### config.mk
export PLATFORM = sky130hd
export DESIGN_NAME = fp32_adder_tree_8_feeder
export DESIGN_NICKNAME = d
export VERILOG_FILES = /design/src/rtl/fp32_adder_tree_8_feeder.sv
export SDC_FILE = /design/constraint.sdc
export NUM_CORES = 1
export LEC_CHECK = 0
export ABC_AREA = 1
export CORE_UTILIZATION = 35
export CTS_BUF_LIST = sky130_fd_sc_hd__clkbuf_8
export DETAILED_ROUTE_END_ITERATION = 12
export HOLD_SLACK_MARGIN = 0.06
export SYNTH_ARGS = -nofsm -noshare
export SYNTH_HDL_FRONTEND = slang
export SYNTH_SLANG_ARGS = --single-unit
### constraint.sdc
create_clock -name clk -period 2 [get_ports clk]
set_clock_uncertainty 0.15 [all_clocks]
set_input_delay 0.4 -clock clk [delete_from_list [all_inputs] [get_ports clk]]
set_output_delay 0.4 -clock clk [all_outputs]
set_load 0.02 [all_outputs]
### src/rtl/fp32_adder_tree_8_feeder.sv
// Stream-to-vector operand collector feeding the 8-input FP32 adder tree.
// Optional macro FP32_FEEDER_NEG_ZERO_PAD_EN selects -0 instead of +0 for padded lanes.
module fp32_adder_tree_8_feeder #(
    parameter int NUM_LANES = 8,
    parameter int FP_WIDTH  = 32
) (
    input  logic                          clk,
    input  logic                          rst_n,
    input  logic                          in_valid,
    output logic                          in_ready,
    input  logic [FP_WIDTH-1:0]           in_data,
    input  logic                          in_last,
    input  logic                          cfg_denorm_to_zero_en,
    output logic                          out_valid,
    input  logic                          out_ready,
    output logic [NUM_LANES*FP_WIDTH-1:0] out_flat,
    output logic [3:0]                    out_count,
    output logic                          out_denorm_to_zero_en
);
    // state   | meaning
    // FILLING | collecting operands, in_ready = 1
    // FULL    | closed group parked in the fill buffer, waiting for the output register
    typedef enum logic {FILLING, FULL} state_t;

    localparam int CW = $clog2(NUM_LANES);
`ifdef FP32_FEEDER_NEG_ZERO_PAD_EN
    localparam logic [FP_WIDTH-1:0] PAD = FP_WIDTH'(32'h8000_0000);
`else
    localparam logic [FP_WIDTH-1:0] PAD = FP_WIDTH'(32'h0000_0000);
`endif

    state_t                         state, state_next;
    logic [FP_WIDTH-1:0]            lanes [NUM_LANES];
    logic [CW-1:0]                  cnt;
    logic                           grp_dte;
    logic                           acc, close, xfer, reg_free;
    logic [NUM_LANES*FP_WIDTH-1:0]  merged, buffered;
    logic                           merged_dte;

    assign in_ready   = (state == FILLING);
    assign acc        = in_valid && in_ready;
    assign close      = acc && (in_last || cnt == CW'(NUM_LANES - 1));
    assign xfer       = out_valid && out_ready;
    assign reg_free   = !out_valid || xfer;
    assign merged_dte = (cnt == '0) ? cfg_denorm_to_zero_en : grp_dte;

    always_ff @(posedge clk or negedge rst_n) begin
        if (!rst_n) state <= FILLING;
        else        state <= state_next;
    end

    always_comb begin
        state_next = state;
        case (state)
            FILLING: if (close && !reg_free) state_next = FULL;
            FULL:    if (xfer)               state_next = FILLING;
            default: state_next = FILLING;
        endcase
    end

    // merged: closing operand bypasses the buffer; buffered: group parked in FULL
    always_comb begin
        merged   = '0;
        buffered = '0;
        for (int i = 0; i < NUM_LANES; i++) begin
            if (i < int'(cnt))       merged[i*FP_WIDTH +: FP_WIDTH] = lanes[i];
            else if (i == int'(cnt)) merged[i*FP_WIDTH +: FP_WIDTH] = in_data;
            else                     merged[i*FP_WIDTH +: FP_WIDTH] = PAD;
            buffered[i*FP_WIDTH +: FP_WIDTH] = (i <= int'(cnt)) ? lanes[i] : PAD;
        end
    end

    always_ff @(posedge clk or negedge rst_n) begin
        if (!rst_n) begin
            for (int i = 0; i < NUM_LANES; i++) lanes[i] <= '0;
            cnt                   <= '0;
            grp_dte               <= 1'b0;
            out_valid             <= 1'b0;
            out_flat              <= '0;
            out_count             <= '0;
            out_denorm_to_zero_en <= 1'b0;
        end else begin
            if (acc && !(close && reg_free)) begin
                lanes[cnt] <= in_data;
                if (cnt == '0) grp_dte <= cfg_denorm_to_zero_en;
            end
            if (close && reg_free) begin
                out_flat              <= merged;
                out_count             <= 4'(cnt) + 4'd1;
                out_denorm_to_zero_en <= merged_dte;
                out_valid             <= 1'b1;
                cnt                   <= '0;
            end else if (state == FULL && xfer) begin
                // cnt still holds the closing lane index of the parked group
                out_flat              <= buffered;
                out_count             <= 4'(cnt) + 4'd1;
                out_denorm_to_zero_en <= grp_dte;
                out_valid             <= 1'b1;
                cnt                   <= '0;
            end else begin
                if (acc && !close) cnt <= cnt + CW'(1);
                if (xfer)          out_valid <= 1'b0;
            end
        end
    end
endmodule

==> flow_metrics.tcl, run 1 <==
set metrics [dict create \
    run_status "complete, but fails checks" \
    violations "negative setup slack" \
    drt-pass1-iter-count 8 \
    yosys.area.top_type "dfrtp_1" \
    cts_buffers 94 \
    seq_area_frac_synth 0.5001 \
    ys.flop_type "dfrtp_1" \
    routed_wl_um 113600 \
    fin_area_mm2 0.03655 \
    cts_sinks 523 \
    cp-start-kind "flop" \
    htreeDepth 3 \
    required_ns 2.44 \
    critPathMaxFanout 9 \
    fin_nets 4128 \
    grt_pass1_wl_um 164300 \
    cts_root_buffer "clkbuf_8" \
    drt-wirelength-per-cell_um 22.20 \
    io_pins 301 \
    overflow 0 \
    multi_input_area_mm2 0.01185 \
    die_y_um 275.4 \
    crit_path_end_kind "flop" \
    async_flop_share 1.000 \
    num_rows 99 \
    grt_max_degree 65 \
    via_count 27180 \
    cts_tree "built" \
    regArea_mm2 0.01309 \
    start_util 0.3563 \
    hpwl_um 76280 \
    grt_util_all_layers 0.2913 \
    clk_latency_ns 0.74 \
    maxSlewViolCount 0 \
    fin_ws_ns -0.1669 \
    nFillCells 7073 \
    numPortBuffers 300 \
    first_iter_violations 2631 \
    syn-cell-area_mm2 0.02617 \
    syn2layout_area_growth_pct 39.67 \
    drc 0 \
    irDropWorstVdd_v 0.0003862 \
    avgSynthCellArea_um2 7.326 \
    critical_path_arrival_ns 2.61 \
    p_switching_mw 5.635 \
    p_sw_frac 0.2530 \
    antenna_found_initial 10 \
    synthCells 3572 \
    synth_top_area_frac 0.5001 \
    combPwrFrac 0.058 \
    synth_area_leaders "dfrtp_1, nand2_1, nand3_1, o21ai_0, buf_2" \
    power_mw 22.28 \
    fin_cells 5118 \
    maxSlewHeadroom 0.5476 \
    routabilityCongestion 0.9461 \
    dpl_cell_area_mm2 0.03312 \
    die-area_mm2 0.07586 \
    routed_via_density 5.311 \
    rsz0062_at_grt "true" \
    grt_pass1_vias 25430 \
    seq_power_share 0.475 \
    finalHoldViolCount 0 \
    ys_ff_latch 523 \
    power.density_mw_per_mm2 609.5 \
    criticalPathCategory "reg -> reg" \
    finalCritPeriodShare 1.083 \
    setup_viol 482 \
    post-route-min-period_ns 2.167 \
    clock_path_buffers 3 \
    placed_cells 4894 \
    yosysMostFrequentCell "nand2_1" \
    synth_edf_count 0 \
    path_clk_slew_ns 0.07 \
    internal_power_mw 16.64 \
    dieWidth_um 275.4 \
    drive_above_1_share 0.1951 \
    drv_cap 0 \
    ys_warn_count 0 \
    coreArea_mm2 0.07345 \
    power_frac_clock 0.467 \
    synthTopCellsByCount "nand2_1, dfrtp_1, nand3_1" \
    postRouteAntennaNets 0 \
    tightest_slew_ns 0.6786 \
    syn_nets 3616 \
    power.leakage_nw 19.47 \
    min_path_type "in -> async" \
    synth.distinct_cells 27 \
    fmax_mhz 461.5 \
]
-- repair_timing --
action                                 CTS  global route
gates cloned                            13            15
setup buffers                            9            14
pin swaps                                2            26
gates resized for setup                716           130
setup endpoints to repair              728           552
endpoints found under the hold margin  523             0
hold buffers                             2             0
-- worst max-delay path, cell delays in order, from the launching register on --
cell       delay [ns]
dfrtp_1          0.39
ha_4             0.16
ha_4             0.20
nor2_8           0.05
nor2_8           0.14
nand2_8          0.14
nand2_8          0.17
clkinv_16        0.15
buf_12           0.17
clkbuf_16        0.18
nand2_1          0.06
nand2_1          0.06
-- sequential cells by signal, summed over array words and instances (netlist names) --
signal                 cells
out_flat                 256
lanes                    224
buffered                  32
out_count                  4
cnt                        3
grp_dte                    1
out_denorm_to_zero_en      1
out_valid                  1
state                      1
-- through the flow --
| stage | setup slack [ns] | utilization | setup TNS (ns) | hold WS (ns) |
|---|---|---|---|---|
| final | -0.1669 | 0.4976 | -37.99 | 0.2098 |
| after global routing | -0.2165 | 0.4975 | -67.61 | 0.2253 |
| after CTS | -0.1674 | 0.4861 | -31.03 | 0.1864 |
| after detailed placement | -0.4325 | 0.4509 | -130.61 | 0.1709 |
| after global placement | -0.3915 | 0.4509 | -119.86 | 0.1728 |
| after floorplan | -0.01257 | - | -0.4116 | -0.04559 |
-- power by group through the flow --
stage | clock (mW) | combinational [mW] | sequential, mW
after floorplan | 0 | 0.162 | 10.8
final | 10.4 | 1.30 | 10.6
after detailed placement | 0 | 1.26 | 10.8
after global routing | 11.0 | 1.33 | 10.6
after CTS | 10.5 | 1.27 | 10.6
after global placement | 0 | 1.26 | 10.8
-- kinds of logic (layout without fill, tap and decap cells) --
| family | count (synthesis) | count (layout) | share of synthesized area |
|---|---|---|---|
| buffers and inverters | 376 | 960 | 0.06402 |
| other | 0 | 3 | 0 |
| adders and majority gates | 6 | 6 | 0.002869 |
| DFF | 523 | 523 | 0.5001 |
| and+or+nand+nor | 2283 | 2283 | 0.3568 |
| xor gates and xnor gates | 1 | 1 | 0.0003347 |
| AOI/OAI and AO/OA | 383 | 383 | 0.07588 |
-- final cells by class --
cell class                      count  area share
Inverter                           81    0.009756
Multi-Input combinational cell   2673      0.3241
Timing Repair Buffer              711      0.2227
Clock inverter                     49    0.007394
Sequential cell                   523      0.3582
Tap cell                          959     0.03283
Clock buffer                      119     0.04481
Antenna cell                        3   0.0002054
-- final timing paths --
kind | start | slack (ns) | end | cells after the start
min reg2reg | out_flat[85]$_DFFE_PN0P_ | 0.32 | out_flat[85]$_DFFE_PN0P_ | 2
min | rst_n | 0.21 | out_flat[200]$_DFFE_PN0P_ | 3
max reg2reg | cnt[0]$_DFFE_PN0P_ | -0.17 | out_flat[23]$_DFFE_PN0P_ | 11
max in group asynchronous | rst_n | 1.04 | out_flat[97]$_DFFE_PN0P_ | 4
min in group clk | in_data[15] | 0.27 | lanes[15]$_DFFE_PN0P_ | 4
max | cnt[0]$_DFFE_PN0P_ | -0.17 | out_flat[23]$_DFFE_PN0P_ | 11
-- metal layers --
| metal | share of wire | track usage | up-vias |
|---|---|---|---|
| met5 | 0.00092 | 0 | - |
| met4 | 0.067 | 0.1691 | 16 |
| met3 | 0.089 | 0.06533 | 365 |
| met2 | 0.46 | 0.4590 | 1300 |
| met1 | 0.38 | 0.3671 | 13010 |
| li1 | - | - | 12500 |
-- cells in the final DEF, fill, tap and decap left out, types with 4 or more instances in the layout --
master / count
nand2_1: 1667
dfrtp_1: 519
nand3_1: 363
o21ai_0: 270
buf_4: 239
clkbuf_8: 119
buf_12: 107
inv_1: 103
clkdlybuf4s15_2: 98
clkdlybuf4s15_1: 83
o21ai_1: 77
nor2_1: 77
nand2_2: 72
nand4_1: 63
dlygate4sd2_1: 50
clkdlybuf4s50_1: 36
buf_2: 32
o211ai_1: 27
buf_6: 25
buf_16: 19
nand3_2: 14
clkinv_2: 14
clkbuf_16: 11
nand2_4: 10
buf_8: 6
nand2_8: 5
a21oi_1: 4
o21ai_2: 4
ha_4: 4
bufbuf_16: 4
dfrtp_2: 4
No activity file was read; power rests on OpenSTA's default activity.
==> run 2: changes to the inputs <==
--- a/config.mk
+++ b/config.mk
@@ -6,6 +6,7 @@
 export NUM_CORES = 1
 export LEC_CHECK = 0
 export ABC_AREA = 1
+export CAP_MARGIN = 20
 export CORE_UTILIZATION = 35
 export CTS_BUF_LIST = sky130_fd_sc_hd__clkbuf_8
 export DETAILED_ROUTE_END_ITERATION = 12
==> results of run 2 <==
Same layout as run 1: the final DEF is identical, and so are final timing and power.
